File: config.mk
export PLATFORM = sky130hd
export DESIGN_NAME = result_capture_fifo
export DESIGN_NICKNAME = d
export VERILOG_FILES = /design/src/rtl/result_capture_fifo.sv
export SDC_FILE = /design/constraint.sdc
export NUM_CORES = 1
export LEC_CHECK = 0
export ABC_AREA = 1
export CORE_MARGIN = 4
export CORE_UTILIZATION = 41
export CTS_CLUSTER_SIZE = 16
export DETAILED_ROUTE_END_ITERATION = 10
export PLACE_DENSITY_LB_ADDON = 0.25
export SLEW_MARGIN = 10
export SYNTH_ARGS = -nofsm -noshare
export SYNTH_HDL_FRONTEND = slang
export SYNTH_SLANG_ARGS = --single-unit
File: constraint.sdc
create_clock -name clk -period 2.8 [get_ports clk]
set_input_delay 0.56 -clock clk [delete_from_list [all_inputs] [get_ports clk]]
set_output_delay 0.56 -clock clk [all_outputs]
set_load 0.01 [all_outputs]
File: src/rtl/result_capture_fifo.sv
// Result capture FIFO: synchronizes an asynchronous upstream result handshake, buffers results in a
// small circular queue and shows the oldest entry on a registered seven-segment display.
module result_capture_fifo #(
  parameter int unsigned DEPTH       = 4,
  parameter int unsigned SYNC_STAGES = 2
) (
  input  logic       clk,
  input  logic       rst_n,
  input  logic [3:0] res_in,
  input  logic       rdy_in,
  input  logic       proc_in,
  input  logic       pop_in,
  input  logic       clr_in,
  output logic [6:0] seg_out,
  output logic       dp_out,
  output logic [3:0] cnt_out,
  output logic       empty_out,
  output logic       full_out,
  output logic       ovf_out
);

  localparam int unsigned PtrW    = (DEPTH > 1) ? $clog2(DEPTH) : 1;
  localparam logic [3:0]  CntFull = 4'(DEPTH);
  localparam logic [6:0]  SegDash = 7'b1000000;

  function automatic logic [6:0] hex_to_seg(input logic [3:0] v);
    logic [6:0] s;
    case (v)
      4'h0:    s = 7'h3F;
      4'h1:    s = 7'h06;
      4'h2:    s = 7'h5B;
      4'h3:    s = 7'h4F;
      4'h4:    s = 7'h66;
      4'h5:    s = 7'h6D;
      4'h6:    s = 7'h7D;
      4'h7:    s = 7'h07;
      4'h8:    s = 7'h7F;
      4'h9:    s = 7'h6F;
      4'hA:    s = 7'h77;
      4'hB:    s = 7'h7C;
      4'hC:    s = 7'h39;
      4'hD:    s = 7'h5E;
      4'hE:    s = 7'h79;
      default: s = 7'h71;
    endcase
    return s;
  endfunction

  logic [SYNC_STAGES-1:0]      rdy_sync_q, proc_sync_q;
  logic [SYNC_STAGES-1:0][3:0] res_sync_q;
  logic                        rdy_prev_q, pop_prev_q;
  logic [PtrW-1:0]             wptr_q, wptr_d, rptr_q, rptr_d;
  logic [3:0]                  cnt_q, cnt_d;
  logic                        ovf_q, ovf_d;
  logic                        empty_q, full_q;
  logic [6:0]                  seg_q, seg_d;
  logic [3:0]                  mem_q [DEPTH];

  logic       rdy_s;
  logic [3:0] res_s;
  logic       push_req, pop_req, push_ok, pop_ok;
  logic [3:0] head_nxt;

  assign rdy_s    = rdy_sync_q[SYNC_STAGES-1];
  assign res_s    = res_sync_q[SYNC_STAGES-1];
  assign push_req = rdy_s & ~rdy_prev_q;
  assign pop_req  = pop_in & ~pop_prev_q;

  always_comb begin
    wptr_d  = wptr_q;
    rptr_d  = rptr_q;
    cnt_d   = cnt_q;
    ovf_d   = ovf_q;
    push_ok = 1'b0;
    pop_ok  = 1'b0;
    if (clr_in) begin
      wptr_d = '0;
      rptr_d = '0;
      cnt_d  = '0;
      ovf_d  = 1'b0;
    end else begin
      pop_ok  = pop_req & ~empty_q;
      // A simultaneous pop frees the slot, so a push into a full queue still lands.
      push_ok = push_req & (~full_q | pop_ok);
      if (push_req && full_q && !pop_ok) ovf_d = 1'b1;
      if (push_ok) wptr_d = wptr_q + 1'b1;
      if (pop_ok)  rptr_d = rptr_q + 1'b1;
      cnt_d = cnt_q + 4'(push_ok) - 4'(pop_ok);
    end
    // The new head may be the slot written on this very edge.
    head_nxt = (push_ok && (wptr_q == rptr_d)) ? res_s : mem_q[rptr_d];
    seg_d    = (cnt_d == 4'd0) ? SegDash : hex_to_seg(head_nxt);
  end

  always_ff @(posedge clk or negedge rst_n) begin
    if (!rst_n) begin
      rdy_sync_q  <= '0;
      proc_sync_q <= '0;
      res_sync_q  <= '0;
      rdy_prev_q  <= 1'b0;
      pop_prev_q  <= 1'b0;
      wptr_q      <= '0;
      rptr_q      <= '0;
      cnt_q       <= '0;
      ovf_q       <= 1'b0;
      empty_q     <= 1'b1;
      full_q      <= 1'b0;
      seg_q       <= SegDash;
    end else begin
      rdy_sync_q  <= {rdy_sync_q[SYNC_STAGES-2:0], rdy_in};
      proc_sync_q <= {proc_sync_q[SYNC_STAGES-2:0], proc_in};
      res_sync_q  <= {res_sync_q[SYNC_STAGES-2:0], res_in};
      rdy_prev_q  <= rdy_s;
      pop_prev_q  <= pop_in;
      wptr_q      <= wptr_d;
      rptr_q      <= rptr_d;
      cnt_q       <= cnt_d;
      ovf_q       <= ovf_d;
      empty_q     <= (cnt_d == 4'd0);
      full_q      <= (cnt_d == CntFull);
      seg_q       <= seg_d;
    end
  end

  // Storage is never visible while empty, so it carries no reset.
  always_ff @(posedge clk) begin
    if (push_ok) mem_q[wptr_q] <= res_s;
  end

  assign seg_out   = seg_q;
  assign dp_out    = proc_sync_q[SYNC_STAGES-1];
  assign cnt_out   = cnt_q;
  assign empty_out = empty_q;
  assign full_out  = full_q;
  assign ovf_out   = ovf_q;

endmodule

## After elaboration in Yosys (flattened, before gate mapping)

Memory sizes are Yosys's and may differ from the RTL's.
Cells that the tools add are included.

- Output and inout bits: 15
- Memories kept: 2
- Latch bits: 0
- Register bits: 32
- Bits in read-only memories: 112
- Input port bits: 10
- RAM bits: 16

Memory list:

| memory | words | width | rd ports | clocked after memory_dff | write ports | RTL line | RTL |
|---|---|---|---|---|---|---|---|
| (no name shown) | 16 | 7 | 1 | 0 | 0 | 28 | `case (v)` |
| mem_q | 4 | 4 | 1 | 0 | 1 | 57 | `logic [3:0] mem_q [DEPTH];` |

- $lt $le $gt $ge: 0
- Reductions and logical operators: 7
- Divide/modulo/power cells: 0
- Equality and inequality tests: 2
- Bitwise logic cells: 9
- Shifts and indexed selects: 0
- $mul: 0
- Add/sub/neg operators: 4
- Muxes and demuxes: 12

Operator list:

| cell | count |
|---|---|
| $mux 2 | 4 |
| $mux 4 | 2 |
| $mux 7 | 1 |
| $mux 1 | 5 |
| $add 2x1->2 const B | 2 |
| $add 4x1->4 | 1 |
| $and 1x1->1 | 4 |
| $eq 4x3->1 const B | 1 |
| $logic_not 4->1 | 1 |
| $not 1->1 | 4 |
| $reduce_bool 2->1 | 2 |
| $sub 4x1->4 | 1 |
| $logic_and 1x1->1 | 3 |
| $eq 2x2->1 | 1 |
| $logic_not 1->1 | 1 |
| $or 1x1->1 | 1 |

## Logic depth before layout (Yosys ltp)

Gate-level depths: netlist of the first run.

- Depth after elaboration: 10
- Gate-level depth with buffers: 18

## Worst setup path before layout of the first run

OpenSTA, ideal clock, no wires.

- Path kind: register to register
- Start: reg empty_q, in the netlist empty_out
- End: reg seg_q[1], in the netlist seg_out[1]
- Arrival time: 2.246 ns
- Path slack: 0.433 ns
- Setup time: 0.121 ns
- Path buffers: 0
- Stages on the path, launching flop included: 17
- Cell sequence: dfstp_2 nor2_4 nand2_4 nand2_2 nand2_2 nand3_1 nand2_1 ha_1 fa_1 inv_1 nor2_1 nor2_1 nand2_1 nor2_1 inv_1 o21ai_0 nor2_1

- Cells in the longest elaborated chain, start to end: 9
- Elaborated cells on any way between the ends: 17
- Those cells by class: add/sub (2); eq/ne (1); mux (6); bitwise (4); reduce/logical (2); memory (2)

Ends and longest elaborated chain:

| what | RTL line | RTL |
|---|---|---|
| from (decl) | 55 | `logic empty_q, full_q;` |
| from (signal assigned) | 119 | `empty_q <= (cnt_d == 4'd0);` |
| $not 1->1 (*) | 82 | `pop_ok = pop_req & ~empty_q;` |
| $and 1x1->1 (*) | 82 |  |
| $or 1x1->1 | 84 | `push_ok = push_req & (~full_q \| pop_ok);` |
| $and 1x1->1 | 84 |  |
| $add 4x1->4 | 88 | `cnt_d = cnt_q + 4'(push_ok) - 4'(pop_ok);` |
| $sub 4x1->4 (*) | 88 |  |
| $mux 4 (*) | 76 | `if (clr_in) begin` |
| via cnt_d[1] | 53 | `logic [3:0] cnt_q, cnt_d;` |
| $logic_not 4->1 (*) | 92 | `seg_d = (cnt_d == 4'd0) ? SegDash : hex_to_seg(head_nxt);` |
| $mux 7 (*) | 92 |  |
| via seg_d[1] | 56 | `logic [6:0] seg_q, seg_d;` |
| to (signal assigned) | 108 | `seg_q <= SegDash;` |
| to (signal assigned) | 121 | `seg_q <= seg_d;` |
| to (decl) | 56 |  |

The timed path passes the listed nets; every way through them passes the cells marked *.
A chain may end at the register's enable or synchronous reset.

## Worst setup path after layout of the first run

- Start: reg empty_q, in the netlist empty_out
- End: reg seg_q[0], in the netlist seg_out[0]

Same word-level chain as after synthesis.

==> flow_metrics.py, run 1 <==
metrics = {
    "outcome": {
        "status": "finished, final reports clean",
    },
    "grt": {
        "overflow": 0,
        "grt_pass1_vias": 1705,
        "grtUsageTotal_pct": 14.6,
        "antenna_found_initial": 0,
        "grt_max_degree": 33,
        "grt_pass1_wl_mm": 8.11,
    },
    "worst_setup_path": {
        "worstSetupPathType": "reg2reg",
        "cp.required_ps": 3020,
        "crit_path_max_fanout": 5,
        "worstSetupStartpointType": "flip-flop",
        "worstPathArrival_ps": 2670,
        "cp-end-kind": "flip-flop",
    },
    "synth": {
        "yosysTopAreaCell": "dfrtp_1",
        "ys_top_cells_by_count": "57 x nand2_1, 30 x dfrtp_1, 24 x nand3_1",
        "synth_nets": 255,
        "yosysWarningCount": 0,
        "synthCells": 234,
        "yosysSeqAreaShare_pct": 54.7,
        "netlist_area_um2": 2350,
        "synth_edf_count": 16,
        "synthMostInstantiatedCell": "nand2_1",
        "synth_top_cell_area_share_pct": 32.0,
        "synthTopCellsByArea": "dfrtp_1 32%, edfxtp_1 20%, nand2_1 9.1%, ha_1 5.3%, nand3_1 5.1%",
        "synthDistinctLibCells": 30,
        "ys_ff_latch": 48,
        "ys.flop_type": "dfrtp_1",
        "syn_avg_cell_area_um2": 10.0,
        "async_flop_share_pct": 66.7,
    },
    "route": {
        "met2_length_mm": 2.15,
        "wl_met1_mm": 2.17,
        "top_layer": "met4",
        "viasPerCell": 4.76,
        "wl_per_cell_um": 12.7,
        "drtPass1Iterations": 4,
        "wl_mm": 4.59,
        "drt-initial-drc-count": 55,
        "wl_met3_um": 182,
        "vias": 1722,
        "drc": 0,
        "final_antenna_net_count": 0,
    },
    "placed_design": {
        "place_hpwl_mm": 3.44,
        "gp_congestion": 0.836,
        "port-buffer-count": 24,
        "placed_cells_incl_taps": 354,
    },
    "cts": {
        "ctsResizeCount": 0,
        "cts_setup_buffers": 0,
        "clk_pin_slew_worst_paths_ps": 90,
        "clock_latency_ps": 300,
        "cts_tree": "done",
        "clockBufferDepth": 2,
        "ctsHoldBuffers": 0,
        "clock-sinks": 48,
        "cts_made_buffers": 5,
        "h-tree-depth": 2,
        "cts_root_buf": "clkbuf_8",
    },
    "die": {
        "fp.dieH_um": 83.6,
        "initial_core_util_pct": 42.3,
        "io_pins": 25,
        "core_um2": 5540,
        "rows": 27,
        "die_area_um2": 7000,
        "die_w_um": 83.6,
    },
    "sta": {
        "holdWs_ps": 352,
        "hold_viol": 0,
        "finalCritPeriodShare_pct": 87.2,
        "fin_skew_ps": 5.69,
        "max_freq_ghz": 0.409,
        "fin_crit_ps": 2440,
        "worst_pin_slew_ps": 431,
        "slew_violations": 0,
        "rsz0062_at_grt": "false",
        "max_slew_margin_pct": 71.1,
        "setup_violations": 0,
    },
    "finish": {
        "insertedDiodeCount": 0,
        "fin_cells": 362,
        "nNetsFinal": 310,
        "area_growth_pct": 26.7,
        "drive_gt1_share_pct": 22.8,
    },
    "pwr": {
        "peakVddDrop_uv": 656,
        "power.switching_mw": 0.770,
        "power_frac_comb_pct": 40.3,
        "leakagePower_nw": 1.38,
        "cell_internal_pwr_mw": 1.52,
        "total_power_mw": 2.29,
        "seqPwrFrac_pct": 39.5,
        "clock_power_share_pct": 20.3,
        "p_per_area_nw_per_um2": 771,
        "switching_share_pct": 33.6,
    },
    "min_path": {
        "hold_class": "reg2reg",
    },
    "flow_run": {
        "drv_cap": 0,
    },
}
## power groups by stage
stage	Sequential, mW	Clock [mW]	Combinational, mW
after floorplan	0.954	0	0.457
after global placement	0.922	0	0.903
after detailed placement	0.921	0	0.919
after CTS	0.907	0.479	0.924
after global routing	0.921	0.510	1.04
final	0.905	0.464	0.923
## state kept, by name, indices dropped and copies added (netlist names)
name / cells
cnt_out: 4
mem_q: 16
res_sync_q: 4
ovf_out: 1
pop_prev_q: 1
seg_out: 7
full_out: 1
wptr_q: 2
rptr_q: 2
res_s: 4
rdy_prev_q: 1
proc_sync_q: 2
empty_out: 1
rdy_sync_q: 2
## layer usage
layer	GRT usage (%)	vias up
li1	-	879
met5	0	-
met1	18.9	801
met4	5.70	0
met2	23.5	35
met3	3.65	7
## layout by cell type (no fill, tap or decap), types with 2 or more instances in the layout
master,n
o21ai_0,4
nor2_8,2
nor2_1,15
ha_1,10
inv_2,3
nand2_2,10
nor2_4,3
nand3_1,24
nand2_1,57
nand2_4,4
inv_1,22
clkbuf_8,5
dfrtp_1,30
nand4_1,9
clkdlybuf4s50_1,23
buf_4,26
nand3_2,2
edfxtp_1,16
nand3b_1,2
a21oi_1,6
dfstp_2,2
## metrics by stage
step	cell area, um2	TNS (ps)	utilization, %	setup slack [ps]
2_1_floorplan	2350	0	-	433
3_3_place_gp	2860	-976	51.6	-174
3_5_place_dp	2860	-1210	51.6	-239
4_1_cts	2960	0	53.5	63.1
5_1_grt	2970	0	53.7	127
6_report	2970	0	53.7	358
## worst max-delay path: stages (launching register included)
cell,delay [ps]
dfstp_2,400
nor2_4,190
nand2_4,80
nand2_2,70
nand2_2,50
nand3_1,100
nand2_1,70
ha_1,210
fa_1,490
inv_1,40
nor2_1,110
nor2_1,60
nand2_1,90
nor2_2,50
inv_1,140
nand2_1,100
a21oi_1,140
## cell type report
| cell class | count | area, um2 |
|---|---|---|
| fillers | 522 | 2570 |
| flip-flops and latches | 48 | 1280 |
| multi-input cells | 159 | 961 |
| repair buffers | 50 | 438 |
| clock buffers | 7 | 101 |
| inverters | 25 | 93.8 |
| well taps | 72 | 90.1 |
| clock inverters | 1 | 5.00 |
## cell families after synthesis
group           Yosys count  synth area share (%)
simple gates            134                  30.8
flops                    48                  54.7
buf+inv                  27                  4.64
compound gates           13                  3.31
fa+ha+maj                11                  6.19
xor+xnor                  1                 0.373
## final timing paths
path | endpoint | cells after the start | startpoint | slack (ps)
min | res_s[0]$_DFF_PN0_ | 0 | res_sync_q[0]$_DFF_PN0_ | 350
max reg2reg | seg_out[0]$_DFF_PN0_ | 16 | empty_out$_DFF_PN1_ | 360
min reg2reg | res_s[0]$_DFF_PN0_ | 0 | res_sync_q[0]$_DFF_PN0_ | 350
max in group asynchronous | seg_out[6]$_DFF_PN1_ | 2 | rst_n | 1820
max | seg_out[0]$_DFF_PN0_ | 16 | empty_out$_DFF_PN1_ | 360
min in group asynchronous | rptr_q[0]$_DFF_PN0_ | 2 | rst_n | 650
Power figures use the tool's default switching activity.
==> run 2: changes to the inputs <==
--- a/config.mk
+++ b/config.mk
@@ -11,6 +11,7 @@
 export CTS_CLUSTER_SIZE = 16
 export DETAILED_ROUTE_END_ITERATION = 10
 export PLACE_DENSITY_LB_ADDON = 0.25
+export RECOVER_POWER = 25
 export SLEW_MARGIN = 10
 export SYNTH_ARGS = -nofsm -noshare
 export SYNTH_HDL_FRONTEND = slang
==> flow_metrics.py, run 2 (synthesis results as in run 1) <==
metrics = {
    "outcome": {
        "status": "finished, final reports clean",
    },
    "worst_setup_path": {
        "crit_cells": 16,
        "worstPathArrival_ps": 2670,
        "crit_path_max_fanout": 5,
        "critical-path-top-delay-family": "simple AND/OR/NAND/NOR gates",
        "crit_chain": "nor2_4, nand2_4, nand2_2, nand2_2, nand3_1, nand2_1, ha_1, fa_1, inv_1, nor2_1, nor2_1, nand2_1, nor2_2, inv_1, nand2_1, a21oi_1",
        "worstSetupPathType": "reg2reg",
        "path_common_cell": "nand2_1",
        "worstSetupStartpointType": "flip-flop",
        "cp-end-kind": "flip-flop",
        "critical_path.max_stage_delay_ps": 490,
        "path_buf_inv": 2,
        "cp.required_ps": 3020,
        "cpMaxStageDelayCell": "fa_1",
        "reg2reg_depth": 16,
    },
    "pwr": {
        "peakVddDrop_uv": 655,
        "p_per_area_nw_per_um2": 771,
        "clock_power_share_pct": 20.3,
        "switching_share_pct": 33.6,
        "power_frac_comb_pct": 40.2,
        "leakagePower_nw": 1.37,
        "power.switching_mw": 0.771,
        "cell_internal_pwr_mw": 1.52,
        "seqPwrFrac_pct": 39.5,
    },
    "die": {
        "initial_core_util_pct": 42.3,
        "die_w_um": 83.6,
        "rows": 27,
        "core_um2": 5540,
        "die_area_um2": 7000,
        "fp.dieH_um": 83.6,
        "io_pins": 25,
    },
    "placed_design": {
        "gp_congestion": 0.836,
        "dp_slack_ps": -239,
        "place_hpwl_mm": 3.44,
        "port-buffer-count": 24,
    },
    "route": {
        "drt-initial-drc-count": 55,
        "drc": 0,
        "drtPass1Iterations": 4,
        "vias": 1718,
        "wl_mm": 4.58,
        "final_antenna_net_count": 0,
        "viasPerCell": 4.75,
        "wl_per_cell_um": 12.7,
    },
    "sta": {
        "worst_slack_ps": 357,
        "hold_viol": 0,
        "worst_pin_slew_ps": 433,
        "rsz0062_at_grt": "false",
        "slew_violations": 0,
        "max_slew_margin_pct": 71.0,
        "finalCritPeriodShare_pct": 87.2,
        "fin_crit_ps": 2440,
        "max_freq_ghz": 0.409,
        "setup_violations": 0,
        "fin_skew_ps": 5.82,
    },
    "grt": {
        "antenna_found_initial": 0,
        "grt_pass1_vias": 1705,
        "grt_max_degree": 33,
        "grt_pass1_wl_mm": 8.11,
        "overflow": 0,
        "grtUsageTotal_pct": 14.6,
    },
    "cts": {
        "cts_tree": "done",
        "ctsHoldBuffers": 0,
        "h-tree-depth": 2,
        "cts_made_buffers": 5,
        "cts_root_buf": "clkbuf_8",
        "clk_pin_slew_worst_paths_ps": 90,
        "clock-sinks": 48,
        "clockBufferDepth": 2,
        "clock_latency_ps": 300,
    },
    "finish": {
        "largest_register_ffs": 16,
        "top_register": "mem_q",
        "multiInputGateArea_um2": 961,
        "drive_gt1_share_pct": 22.4,
        "area_growth_pct": 26.6,
        "ff_latch_area_um2": 1280,
        "insertedDiodeCount": 0,
        "fill_cells": 524,
        "fin_util_pct": 53.6,
        "final_common_cell": "nand2_1",
        "layout_common_cells": "57 x nand2_1, 30 x dfrtp_1, 25 x buf_4, 24 x nand3_1, 22 x inv_1",
        "nNetsFinal": 310,
    },
    "flow_run": {
        "drv_cap": 0,
    },
    "min_path": {
        "hold_class": "reg2reg",
        "holdPathStages": 0,
    },
}
run 2: worst paths after layout:
check | startpoint | end | slack (ps)
worst max-delay path | empty_out$_DFF_PN1_ | seg_out[0]$_DFF_PN0_ | 360
worst min-delay path | res_sync_q[0]$_DFF_PN0_ | res_s[0]$_DFF_PN0_ | 350
worst max register to register | empty_out$_DFF_PN1_ | seg_out[0]$_DFF_PN0_ | 360
worst min register to register | res_sync_q[0]$_DFF_PN0_ | res_s[0]$_DFF_PN0_ | 350
max in group asynchronous | rst_n | seg_out[6]$_DFF_PN1_ | 1820
min in group asynchronous | rst_n | rptr_q[0]$_DFF_PN0_ | 650
run 2: power by group through the flow:
stage | logic, mW | clock network (mW) | registers, mW
floorplan | 0.457 | 0 | 0.954
global placement | 0.903 | 0 | 0.922
detailed placement | 0.919 | 0 | 0.921
CTS | 0.924 | 0.479 | 0.907
global route | 1.04 | 0.510 | 0.921
finish | 0.920 | 0.465 | 0.905
run 2: per-stage QoR:
stage / hold WS (ps) / area [um2] / power, mW / TNS, ps / std cells
6_report: 352 / 2970 / 2.29 / 0 / 362
5_1_grt: 375 / 2970 / 2.47 / 0 / 362
4_1_cts: 354 / 2960 / 2.31 / 0 / 362
3_5_place_dp: 335 / 2860 / 1.84 / -1210 / 354
3_3_place_gp: 333 / 2860 / 1.82 / -976 / 354
2_1_floorplan: 264 / 2350 / 1.41 / 0 / 234
run 2: timing repair:
item                       CTS  global route
buffers inserted             0             0
resized for setup            0             3
setup endpoints to repair    0             5
run 2: final cells by class:
| class | instances | area share, % |
|---|---|---|
| clock buffer | 7 | 3.41 |
| clock inverter | 1 | 0.169 |
| inverter | 25 | 3.16 |
| multi-input combinational | 159 | 32.4 |
| sequential | 48 | 43.2 |
| tap | 72 | 3.03 |
| timing repair buffer | 50 | 14.6 |
run 2: layer usage:
metal / share of wire, % / vias up / track usage [%] / wire length (um)
met5: 0 / - / 0 / 0
met4: 1.9 / 0 / 5.70 / 86
met2: 47 / 29 / 23.5 / 2140
li1: - / 878 / - / -
met1: 48 / 804 / 18.9 / 2190
met3: 3.6 / 7 / 3.65 / 164
==> run 3: changes to the inputs <==
--- a/config.mk
+++ b/config.mk
@@ -6,10 +6,12 @@
 export NUM_CORES = 1
 export LEC_CHECK = 0
 export ABC_AREA = 1
+export ABC_CLOCK_PERIOD_IN_PS = 2800
 export CORE_MARGIN = 4
 export CORE_UTILIZATION = 41
 export CTS_CLUSTER_SIZE = 16
 export DETAILED_ROUTE_END_ITERATION = 10
+export GPL_ROUTABILITY_DRIVEN = 0
 export PLACE_DENSITY_LB_ADDON = 0.25
 export RECOVER_POWER = 25
 export SLEW_MARGIN = 10
==> results of run 3 <==
Final layout, timing and power as in run 2 (identical DEF).
